===== config.mk =====
export PLATFORM = sky130hd
export DESIGN_NAME = io_bridge_flat
export DESIGN_NICKNAME = d
export VERILOG_FILES = /design/src/rtl/io_bridge_pkg.sv /design/src/rtl/io_bridge_if.sv /design/src/rtl/io_wait_timer.sv /design/src/rtl/io_bridge.sv /design/src/flat_wrapper.sv
export SDC_FILE = /design/constraint.sdc
export NUM_CORES = 1
export LEC_CHECK = 0
export ABC_AREA = 1
export CAP_MARGIN = 0
export CELL_PAD_IN_SITES_DETAIL_PLACEMENT = 1
export CELL_PAD_IN_SITES_GLOBAL_PLACEMENT = 2
export CORE_MARGIN = 1
export CORE_UTILIZATION = 19
export DETAILED_ROUTE_END_ITERATION = 16
export GPL_TIMING_DRIVEN = 0
export PLACE_DENSITY_LB_ADDON = 0.3
export SETUP_SLACK_MARGIN = 0.02
export SYNTH_ARGS = -nofsm -noshare
export SYNTH_HDL_FRONTEND = slang
export SYNTH_SLANG_ARGS = --single-unit

===== constraint.sdc =====
create_clock -name clk -period 1.6 [get_ports clk]
set_input_delay 0.48 -clock clk [delete_from_list [all_inputs] [get_ports clk]]
set_output_delay 0.48 -clock clk [all_outputs]
set_load 0.05 [all_outputs]

===== src/rtl/io_bridge_pkg.sv =====
// rtl/io_bridge_pkg.sv - shared state encodings, widths and helpers for io_bridge
package io_bridge_pkg;

    typedef enum logic [1:0] {
        ST_IDLE = 2'd0,
        ST_WAIT = 2'd1,
        ST_RESP = 2'd2
    } state_t;

    localparam int ERR_CNT_W = 16;

    // Failed-access counter sticks at all-ones instead of wrapping
    function automatic logic [ERR_CNT_W-1:0] sat_inc(input logic [ERR_CNT_W-1:0] value,
                                                     input logic                 inc);
        if (inc && (value != {ERR_CNT_W{1'b1}}))
            return value + 1'b1;
        return value;
    endfunction

endpackage


===== src/rtl/io_bridge_if.sv =====
// rtl/io_bridge_if.sv - MMU-side and peripheral-side signal bundle for io_bridge
interface io_bridge_if #(
    parameter int ADDR_W     = 8,
    parameter int DATA_W     = 32,
    parameter int NUM_DEV    = 4,
    parameter int DEV_ADDR_W = 6
);
    import io_bridge_pkg::*;

    // MMU side
    logic [ADDR_W-1:0]         io_addr;
    logic                      io_en;
    logic                      io_we;
    logic [DATA_W-1:0]         io_data_write;
    logic [DATA_W-1:0]         io_data_read;
    logic                      io_ready;
    logic                      io_err;
    logic [ERR_CNT_W-1:0]      err_count;

    // Peripheral side
    logic [NUM_DEV-1:0]        dev_sel;
    logic                      dev_we;
    logic [DEV_ADDR_W-1:0]     dev_addr;
    logic [DATA_W-1:0]         dev_wdata;
    logic [NUM_DEV*DATA_W-1:0] dev_rdata;
    logic [NUM_DEV-1:0]        dev_ack;

    // Bridge view
    modport slave (
        input  io_addr, io_en, io_we, io_data_write, dev_rdata, dev_ack,
        output io_data_read, io_ready, io_err, err_count,
               dev_sel, dev_we, dev_addr, dev_wdata
    );

    // Environment view: the MMU plus the peripheral set
    modport master (
        output io_addr, io_en, io_we, io_data_write, dev_rdata, dev_ack,
        input  io_data_read, io_ready, io_err, err_count,
               dev_sel, dev_we, dev_addr, dev_wdata
    );

endinterface


===== src/rtl/io_wait_timer.sv =====
// rtl/io_wait_timer.sv - device wait-state counter with terminal flag at TIMEOUT-1
module io_wait_timer #(
    parameter int TIMEOUT = 15
) (
    input  logic clk,
    input  logic reset,
    input  logic i_clear,
    input  logic i_en,
    output logic o_term
);

    localparam int                CNT_W    = $clog2(TIMEOUT + 1);
    localparam logic [CNT_W-1:0]  TERM_VAL = CNT_W'(TIMEOUT - 1);

    logic [CNT_W-1:0] r_count;

    // Count WAIT cycles without an ack; cleared while the bridge is idle
    always_ff @(posedge clk) begin
        if (reset || i_clear)
            r_count <= '0;
        else if (i_en)
            r_count <= r_count + 1'b1;
    end

    assign o_term = (r_count == TERM_VAL);

endmodule


===== src/rtl/io_bridge.sv =====
// rtl/io_bridge.sv - decodes MMU IO accesses onto NUM_DEV peripherals with ack and timeout
module io_bridge
    import io_bridge_pkg::*;
#(
    parameter int ADDR_W     = 8,
    parameter int DATA_W     = 32,
    parameter int NUM_DEV    = 4,
    parameter int DEV_ADDR_W = 6,
    parameter int TIMEOUT    = 15
) (
    input  logic       clk,
    input  logic       reset,
    io_bridge_if.slave bus
);

    localparam int               IDX_W     = ADDR_W - DEV_ADDR_W;
    // One extra bit so NUM_DEV == 2**IDX_W is representable in the compare
    localparam logic [IDX_W:0]   NUM_DEV_L = (IDX_W + 1)'(NUM_DEV);

    state_t                r_state,        w_state_next;
    logic [NUM_DEV-1:0]    r_dev_sel,      w_dev_sel_next;
    logic                  r_dev_we,       w_dev_we_next;
    logic [DEV_ADDR_W-1:0] r_dev_addr,     w_dev_addr_next;
    logic [DATA_W-1:0]     r_dev_wdata,    w_dev_wdata_next;
    logic [DATA_W-1:0]     r_io_data_read, w_io_data_read_next;
    logic                  r_io_ready,     w_io_ready_next;
    logic                  r_io_err,       w_io_err_next;
    logic [ERR_CNT_W-1:0]  r_err_count,    w_err_count_next;

    logic [IDX_W-1:0]      w_index;
    logic                  w_index_ok;
    logic [NUM_DEV-1:0]    w_onehot;
    logic                  w_ack;
    logic [DATA_W-1:0]     w_rdata;
    logic                  w_timer_clear;
    logic                  w_timer_en;
    logic                  w_timer_term;

    io_wait_timer #(
        .TIMEOUT (TIMEOUT)
    ) u_timer (
        .clk     (clk),
        .reset   (reset),
        .i_clear (w_timer_clear),
        .i_en    (w_timer_en),
        .o_term  (w_timer_term)
    );

    // Address decode plus ack/read-data mux gated by the latched one-hot select
    always_comb begin
        w_index    = bus.io_addr[ADDR_W-1:DEV_ADDR_W];
        w_index_ok = ({1'b0, w_index} < NUM_DEV_L);
        w_onehot   = '0;
        w_ack      = 1'b0;
        w_rdata    = '0;
        for (int i = 0; i < NUM_DEV; i++) begin
            w_onehot[i] = (w_index == IDX_W'(i));
            if (r_dev_sel[i]) begin
                w_ack   = w_ack | bus.dev_ack[i];
                w_rdata = w_rdata | bus.dev_rdata[i*DATA_W +: DATA_W];
            end
        end
    end

    // Next-state and next-output logic; every output is registered below
    always_comb begin
        w_state_next        = r_state;
        w_dev_sel_next      = r_dev_sel;
        w_dev_we_next       = r_dev_we;
        w_dev_addr_next     = r_dev_addr;
        w_dev_wdata_next    = r_dev_wdata;
        w_io_data_read_next = r_io_data_read;
        w_io_ready_next     = 1'b0;
        w_io_err_next       = 1'b0;
        w_err_count_next    = r_err_count;
        w_timer_clear       = 1'b0;
        w_timer_en          = 1'b0;
        unique case (r_state)
            ST_IDLE: begin
                w_timer_clear = 1'b1;
                if (bus.io_en) begin
                    w_dev_addr_next  = bus.io_addr[DEV_ADDR_W-1:0];
                    w_dev_wdata_next = bus.io_data_write;
                    if (w_index_ok) begin
                        w_state_next   = ST_WAIT;
                        w_dev_sel_next = w_onehot;
                        w_dev_we_next  = bus.io_we;
                    end else begin
                        w_state_next        = ST_RESP;
                        w_io_ready_next     = 1'b1;
                        w_io_err_next       = 1'b1;
                        w_io_data_read_next = '0;
                    end
                end
            end
            ST_WAIT: begin
                // An ack arriving on the timeout cycle still completes cleanly
                if (w_ack) begin
                    w_state_next        = ST_RESP;
                    w_io_ready_next     = 1'b1;
                    w_io_data_read_next = r_dev_we ? '0 : w_rdata;
                end else if (w_timer_term) begin
                    w_state_next        = ST_RESP;
                    w_io_ready_next     = 1'b1;
                    w_io_err_next       = 1'b1;
                    w_io_data_read_next = '0;
                end else begin
                    w_timer_en = 1'b1;
                end
            end
            ST_RESP: begin
                // Select drops on leaving RESP, leaving one idle cycle between back-to-back selects
                w_state_next     = ST_IDLE;
                w_dev_sel_next   = '0;
                w_dev_we_next    = 1'b0;
                w_err_count_next = sat_inc(r_err_count, r_io_err);
            end
            default: begin
                w_state_next = ST_IDLE;
            end
        endcase
    end

    // State and output registers; reset abandons any access in flight
    always_ff @(posedge clk) begin
        if (reset) begin
            r_state        <= ST_IDLE;
            r_dev_sel      <= '0;
            r_dev_we       <= 1'b0;
            r_dev_addr     <= '0;
            r_dev_wdata    <= '0;
            r_io_data_read <= '0;
            r_io_ready     <= 1'b0;
            r_io_err       <= 1'b0;
            r_err_count    <= '0;
        end else begin
            r_state        <= w_state_next;
            r_dev_sel      <= w_dev_sel_next;
            r_dev_we       <= w_dev_we_next;
            r_dev_addr     <= w_dev_addr_next;
            r_dev_wdata    <= w_dev_wdata_next;
            r_io_data_read <= w_io_data_read_next;
            r_io_ready     <= w_io_ready_next;
            r_io_err       <= w_io_err_next;
            r_err_count    <= w_err_count_next;
        end
    end

    assign bus.dev_sel      = r_dev_sel;
    assign bus.dev_we       = r_dev_we;
    assign bus.dev_addr     = r_dev_addr;
    assign bus.dev_wdata    = r_dev_wdata;
    assign bus.io_data_read = r_io_data_read;
    assign bus.io_ready     = r_io_ready;
    assign bus.io_err       = r_io_err;
    assign bus.err_count    = r_err_count;

endmodule


===== src/flat_wrapper.sv =====
// flat-port wrapper written by rule: the top's interface ports become plain ports
module io_bridge_flat import io_bridge_pkg::*;
#(
    parameter int ADDR_W     = 8,
    parameter int DATA_W     = 32,
    parameter int NUM_DEV    = 4,
    parameter int DEV_ADDR_W = 6,
    parameter int TIMEOUT    = 15
)
  (clk, reset, bus_io_addr, bus_io_en, bus_io_we, bus_io_data_write, bus_dev_rdata, bus_dev_ack, bus_io_data_read, bus_io_ready, bus_io_err, bus_err_count, bus_dev_sel, bus_dev_we, bus_dev_addr, bus_dev_wdata);
  io_bridge_if #(.ADDR_W(ADDR_W), .DATA_W(DATA_W), .NUM_DEV(NUM_DEV), .DEV_ADDR_W(DEV_ADDR_W)) bus_i ();
  input  logic clk;
  input  logic reset;
  input wire logic [$bits(bus_i.io_addr)-1:0] bus_io_addr;
  input wire logic [$bits(bus_i.io_en)-1:0] bus_io_en;
  input wire logic [$bits(bus_i.io_we)-1:0] bus_io_we;
  input wire logic [$bits(bus_i.io_data_write)-1:0] bus_io_data_write;
  input wire logic [$bits(bus_i.dev_rdata)-1:0] bus_dev_rdata;
  input wire logic [$bits(bus_i.dev_ack)-1:0] bus_dev_ack;
  output wire logic [$bits(bus_i.io_data_read)-1:0] bus_io_data_read;
  output wire logic [$bits(bus_i.io_ready)-1:0] bus_io_ready;
  output wire logic [$bits(bus_i.io_err)-1:0] bus_io_err;
  output wire logic [$bits(bus_i.err_count)-1:0] bus_err_count;
  output wire logic [$bits(bus_i.dev_sel)-1:0] bus_dev_sel;
  output wire logic [$bits(bus_i.dev_we)-1:0] bus_dev_we;
  output wire logic [$bits(bus_i.dev_addr)-1:0] bus_dev_addr;
  output wire logic [$bits(bus_i.dev_wdata)-1:0] bus_dev_wdata;
  assign bus_i.io_addr = bus_io_addr;
  assign bus_i.io_en = bus_io_en;
  assign bus_i.io_we = bus_io_we;
  assign bus_i.io_data_write = bus_io_data_write;
  assign bus_i.dev_rdata = bus_dev_rdata;
  assign bus_i.dev_ack = bus_dev_ack;
  assign bus_io_data_read = bus_i.io_data_read;
  assign bus_io_ready = bus_i.io_ready;
  assign bus_io_err = bus_i.io_err;
  assign bus_err_count = bus_i.err_count;
  assign bus_dev_sel = bus_i.dev_sel;
  assign bus_dev_we = bus_i.dev_we;
  assign bus_dev_addr = bus_i.dev_addr;
  assign bus_dev_wdata = bus_i.dev_wdata;
  io_bridge #(.ADDR_W(ADDR_W), .DATA_W(DATA_W), .NUM_DEV(NUM_DEV), .DEV_ADDR_W(DEV_ADDR_W), .TIMEOUT(TIMEOUT)) u_core (.clk(clk), .reset(reset), .bus(bus_i));
endmodule

==> After elaboration in Yosys (flattened, before gate mapping) <==
Cells that the tools add are included.
{ "op_classes": {"n_reduce_logical": 13, "n_bitwise": 7, "add_sub_neg": 2, "muxes": 28, "n_eq_ne": 9} }
{ "op_table": {"columns": ["operator", "n"], "rows": [
  ["two-way mux 32 bit", 7],
  ["OR 32 bit", 3],
  ["adder 16 x 1 -> 16 bit (second input constant)", 1],
  ["two-way mux 16 bit", 1],
  ["inequality test 16 bit (second input constant)", 1],
  ["two-way mux 1 bit", 13],
  ["AND reduction 2 bit", 5],
  ["case mux 4 bit (2 select lines)", 1],
  ["== test 2 bit (second input constant)", 3],
  ["two-way mux 2 bit", 3],
  ["adder 4 x 1 -> 4 bit (second input constant)", 1],
  ["== test 2 x 1 -> 1 bit (second input constant)", 2],
  ["== test 4 bit (second input constant)", 1],
  ["logical NOT 2 bit", 2],
  ["two-way mux 4 bit", 1],
  ["case mux 2 bit (2 select lines)", 1],
  ["nonzero test 2 bit", 2],
  ["inequality test 3 x 2 -> 1 bit (second input constant)", 1],
  ["OR 1 bit", 3],
  ["OR reduction 3 bit", 1],
  ["inequality test 2 bit (second input constant)", 1],
  ["case mux 1 bit (2 select lines)", 1],
  ["OR reduction 2 bit", 1],
  ["logical AND 1 bit", 1],
  ["other kinds (2)", 2]
]} }
{ "totals": {"word_cells": 69, "output_inout_bits": 93, "input_bits": 176, "regBits": 99} }

==> Logic depth before layout (Yosys ltp) <==
{ "logic_depth": {"depth_word": 9, "mapped_depth": 11, "mapped_depth_nobuf": 10} }

==> By module <==
Synthesis repeated with hierarchy kept, for this count alone.
{ "unflattened": {"hier_cells": 724, "area_unflattened_um2": 4895.9} }
{ "modules_own_cells": {"columns": ["module", "n_inst", "seq_area_each_um2", "cells_per_inst", "area_per_inst_um2"], "rows": [
  ["io_bridge", 1, 1901.8, 699, 4707.0],
  ["io_wait_timer", 1, 80.1, 25, 188.9]
]} }

==> Worst setup path after synthesis <==
OpenSTA, ideal clock, no wires.
{ "synth_path": {"path_type": "flip-flop to flip-flop", "from": "reg u_core.r_err_count[1] (netlist: u_core.bus.err_count[1])", "to": "reg u_core.r_err_count[15] (netlist: u_core.bus.err_count[15])", "path_stages_with_launch": 11, "period_less_slack_ps": 1867, "n_path_buf": 1, "t_required_ps": 1534, "t_arrival_ps": 1801, "path_slack_ps": -267, "setup_ps": 66, "path_cell_list": "dfxtp_1 -> ha_1 -> nand2_2 -> nor2_2 -> nand2_2 -> nor2_4 -> nand2_2 -> nand2_2 -> buf_6 -> nand2_1 -> a21oi_2"} }
{ "synth_between": {"elab_chain_len": 5, "word_cells_on_any_way": 7, "classes_between": "add/sub (1); eq/ne (1); mux (3); reduce/logical (2)"} }
{ "synth_lines": {"columns": ["item", "line_no", "rtl"], "rows": [
  ["start: declaration", "io_bridge.sv:28", "logic [ERR_CNT_W-1:0] r_err_count, w_err_count_next;"],
  ["start signal: assignment", "io_bridge.sv:145", "r_err_count <= w_err_count_next;"],
  ["branches (longest 5 deep; another with adder 16 x 1 -> 16 bit)", null, null]
]} }
Several ways; the timed one is not identified. The select of a mux whose other input is x is not followed.
A chain may end at the register's enable or synchronous reset.

==> Worst setup path in the final report <==
{ "layout_path": {"from": "reg u_core.r_io_data_read[1] (netlist: u_core.bus.io_data_read[1])", "to": "out bus_io_data_read[1]"} }
{ "layout_rtl": {"columns": ["item", "line_no", "rtl"], "rows": [
  ["start: declaration", "io_bridge.sv:25", "logic [DATA_W-1:0] r_io_data_read, w_io_data_read_next;"],
  ["start signal: assignment", "io_bridge.sv:142", "r_io_data_read <= w_io_data_read_next;"],
  ["end: declaration", "flat_wrapper.sv:20", "output wire logic [$bits(bus_i.io_data_read)-1:0] bus_io_data_read;"]
]} }
No word-level cell between the ends.

==> results.cfg <==
[worst_setup_path]
critPathKind = reg -> out
rr_endpoint = u_core.bus.io_data_read[6]$_SDFFE_PP0P_
r2r_start = u_core.bus.dev_sel[2]$_SDFFE_PP0P_
crit_chain = clkdlybuf4s15_2
rr_worst_depth = 10
worstPathRequired_ns = 1.12
slowest_delay_ns = 0.39
path_depth = 1
cp_max_fo = 2
crit_path_top_delay_cell = clkdlybuf4s15_2
r2r_slack_ns = 0.11
worst_ep_arrival_time_ns = 1.07
path_delay_family = buffers and inverters
crit_buf_inv = 1
cp-start-kind = flop
crit_path_end_kind = output pin

[yosys]
synth_edf_count = 0
synthTopCellsByArea = dfxtp_1 (41%), nand2_1 (18%), nor2_1 (11%)
async_flop_share_pct = 0
syn-num-nets = 910
yosys.cell_count.top_type = nand2_1
synth_top_area_share_pct = 40.8
yosysTopAreaCell = dfxtp_1
synth_cells = 731
yosys_warnings = 0
synth.avg_cell_area_sq_um = 6.64
syn_area_sq_um = 4850
ys_seq_elements = 99
yosys-top-cells-count = nand2_1 (228), nor2_1 (143), dfxtp_1 (99), nand3_1 (55), o21ai_0 (46)
seq_area_frac_synth_pct = 40.8
synth_cell_type_count = 26
ys.flop_type = dfxtp_1

[detailed_routing]
vias = 5729
firstDrtPassIters = 4
ant_nets = 0
viasPerCell = 4.23
drt_iter0_drc = 164
routed_wl_um = 20500
route.detailed.drc = 0
wl_per_cell_um = 15.1

[floorplanning]
die_w_um = 162
die_h_um = 162
num_rows = 58
dieArea_sq_um = 26200
design.portCount = 269
coreArea_sq_um = 25100
start_util_pct = 19.3

[placed_design]
post_dp_cell_area_sq_um = 7970
place_hpwl_um = 16100
gp_congestion = 0.740
portBuffers = 267

[clock_tree]
clockBufferDepth = 2
cts_tree = built
clk_pin_slew_ns = 0.07
cts_sinks = 99
cts_buffers = 9
cts_htree_levels = 3
ctsRootBufferMaster = clkbuf_16
worstSkewPairLatency_ns = 0.35

[sta]
slew_headroom_pct = 56.6
setup_viol = 0
whs_ns = 0.467
final-hold-violation-count = 0
post-route-min-period_ns = 1.55
tightest_slew_ns = 0.652
slew_viol_final = 0
rsz0062_at_grt = true
fmax_mhz = 644
fin_skew_ns = 0.00651
period_share_pct = 97.1

[grt]
grtUsageTotal_pct = 15.5
antenna_found_initial = 5
grt_pass1_wl_um = 31300
overflow = 0
grt_start_max_net_pins = 17
grt_pass1_vias = 5790

[run_status]
outcome = finished, final reports clean

[power_and_ir_drop]
power.leakage_nw = 3.61
power_density_nw_per_um2 = 744
ir_drop_mv = 0.392
total_power_mw = 6.22

[job]
drv_cap = 0

[cells_and_area]
syn_to_final_growth_pct = 72.1
final_cell_area_sq_um = 8360
nNetsFinal = 1196
nFillCells = 3158
drive_above_1_share_pct = 22.5

[worst_hold_path]
worst_hold_path.endpoint = u_core.bus.io_data_read[31]$_SDFFE_PP0P_
hold_path.class = reg -> reg
hold_start = u_core.bus.io_data_read[31]$_SDFFE_PP0P_
hold-path-cell-count = 2
-- power breakdown --
group,total [mW],switching [mW],internal [mW]
clock network,2.07,1.02,1.06
registers,2.61,0.0488,2.56
logic,1.53,0.843,0.691
total,6.22,1.91,4.31
-- cells by family (layout without fill, tap and decap cells) --
kind of cell / Yosys count / in the layout / synth area share, %
and+or+nand+nor: 450 / 450 / 37.8
DFF: 99 / 99 / 40.8
AOI/OAI and AO/OA: 96 / 96 / 12.5
buffers and inverters: 80 / 371 / 7.58
adders and majority gates: 3 / 3 / 0.773
xor gates and xnor gates: 3 / 3 / 0.541
other: 0 / 3 / 0
-- flip-flops by register name, summed over array words and instances (netlist names) --
register,count
u_core.bus.err_count,16
u_core.bus.io_err,1
u_core.r_state,2
u_core.bus.dev_addr,6
u_core.bus.io_data_read,32
u_core.u_timer.r_count,4
u_core.bus.dev_sel,4
u_core.bus.io_ready,1
u_core.bus.dev_we,1
u_core.bus.dev_wdata,32
-- metrics by stage --
| stage | TNS [ns] | worst slack [ns] | instances | util, % |
|---|---|---|---|---|
| 2_1_floorplan | 0 | 0.0264 | 731 | - |
| 3_5_place_dp | -32.43 | -0.450 | 1328 | 31.7 |
| 3_3_place_gp | -29.79 | -0.437 | 1328 | 31.7 |
| 5_1_grt | 0 | 0.00420 | 1354 | 33.3 |
| 6_report | 0 | 0.0471 | 1355 | 33.3 |
| 4_1_cts | 0 | 0.0190 | 1344 | 32.8 |
-- placed cells by master (no fill, tap or decap), types with 8 or more instances in the layout --
master,instances
clkdlybuf4s50_1,170
buf_6,9
a21oi_1,16
nand2_1,220
clkdlybuf4s18_2,12
nor2_4,8
buf_2,72
clkdlybuf4s15_2,9
nor2_2,26
a221oi_1,26
nand2_2,9
nand3_1,54
clkbuf_1,12
dfxtp_2,14
inv_1,31
nor2_1,116
o21ai_0,46
dfxtp_1,83
clkbuf_16,12
clkbuf_2,14
-- worst register-to-register path, stage by stage (launching register included) --
cell	delay [ns]
dfxtp_2	0.33
buf_8	0.14
nand2_4	0.07
nand2_4	0.05
nor2_4	0.16
or2_1	0.16
buf_8	0.17
clkbuf_16	0.18
nor2_2	0.04
nand2_1	0.06
nand2_1	0.05
-- routing by layer --
metal	track usage, %	wire length, um	vias to the layer above
li1	-	-	2942
met3	5.44	1510	19
met1	18.0	8560	2627
met2	26.8	10200	139
met5	0	13	-
met4	3.77	225	2
-- layout make-up --
class	instances	area, sq um	area share [%]
inverters	33	128	1.53
repair buffers	275	2470	29.6
plain buffers	47	339	4.06
multi-input cells	552	2720	32.5
clock buffers	10	229	2.74
diodes	3	7.51	0.0898
clock inverters	6	42.5	0.509
flip-flops and latches	99	2010	24.0
well taps	330	413	4.94
-- timing repair --
action,in CTS,in global routing
endpoints found under the setup margin,138,138
gates resized for setup,359,198
gates cloned,0,4
pin swaps,0,10
hold buffers,0,0
buffers inserted,0,4
-- how the worst max path moves through the flow --
stage                                            startpoint                                        to  slack [ns]
global route         u_core.u_timer.r_count[0]$_SDFFE_PP0P_  u_core.bus.io_data_read[28]$_SDFFE_PP0P_       0.004
detailed placement                                bus_io_en        u_core.bus.dev_sel[1]$_SDFFE_PP0P_       -0.45
CTS                                          bus_dev_ack[3]  u_core.bus.io_data_read[26]$_SDFFE_PP0P_        0.02
finish              u_core.bus.io_data_read[1]$_SDFFE_PP0P_                       bus_io_data_read[1]        0.05
floorplan             u_core.bus.err_count[13]$_SDFFE_PP0P_     u_core.bus.err_count[15]$_SDFFE_PP0P_        0.03
global placement                             bus_dev_ack[1]  u_core.bus.io_data_read[27]$_SDFFE_PP0P_       -0.44
Note: power is estimated with default switching activity, not from simulation.
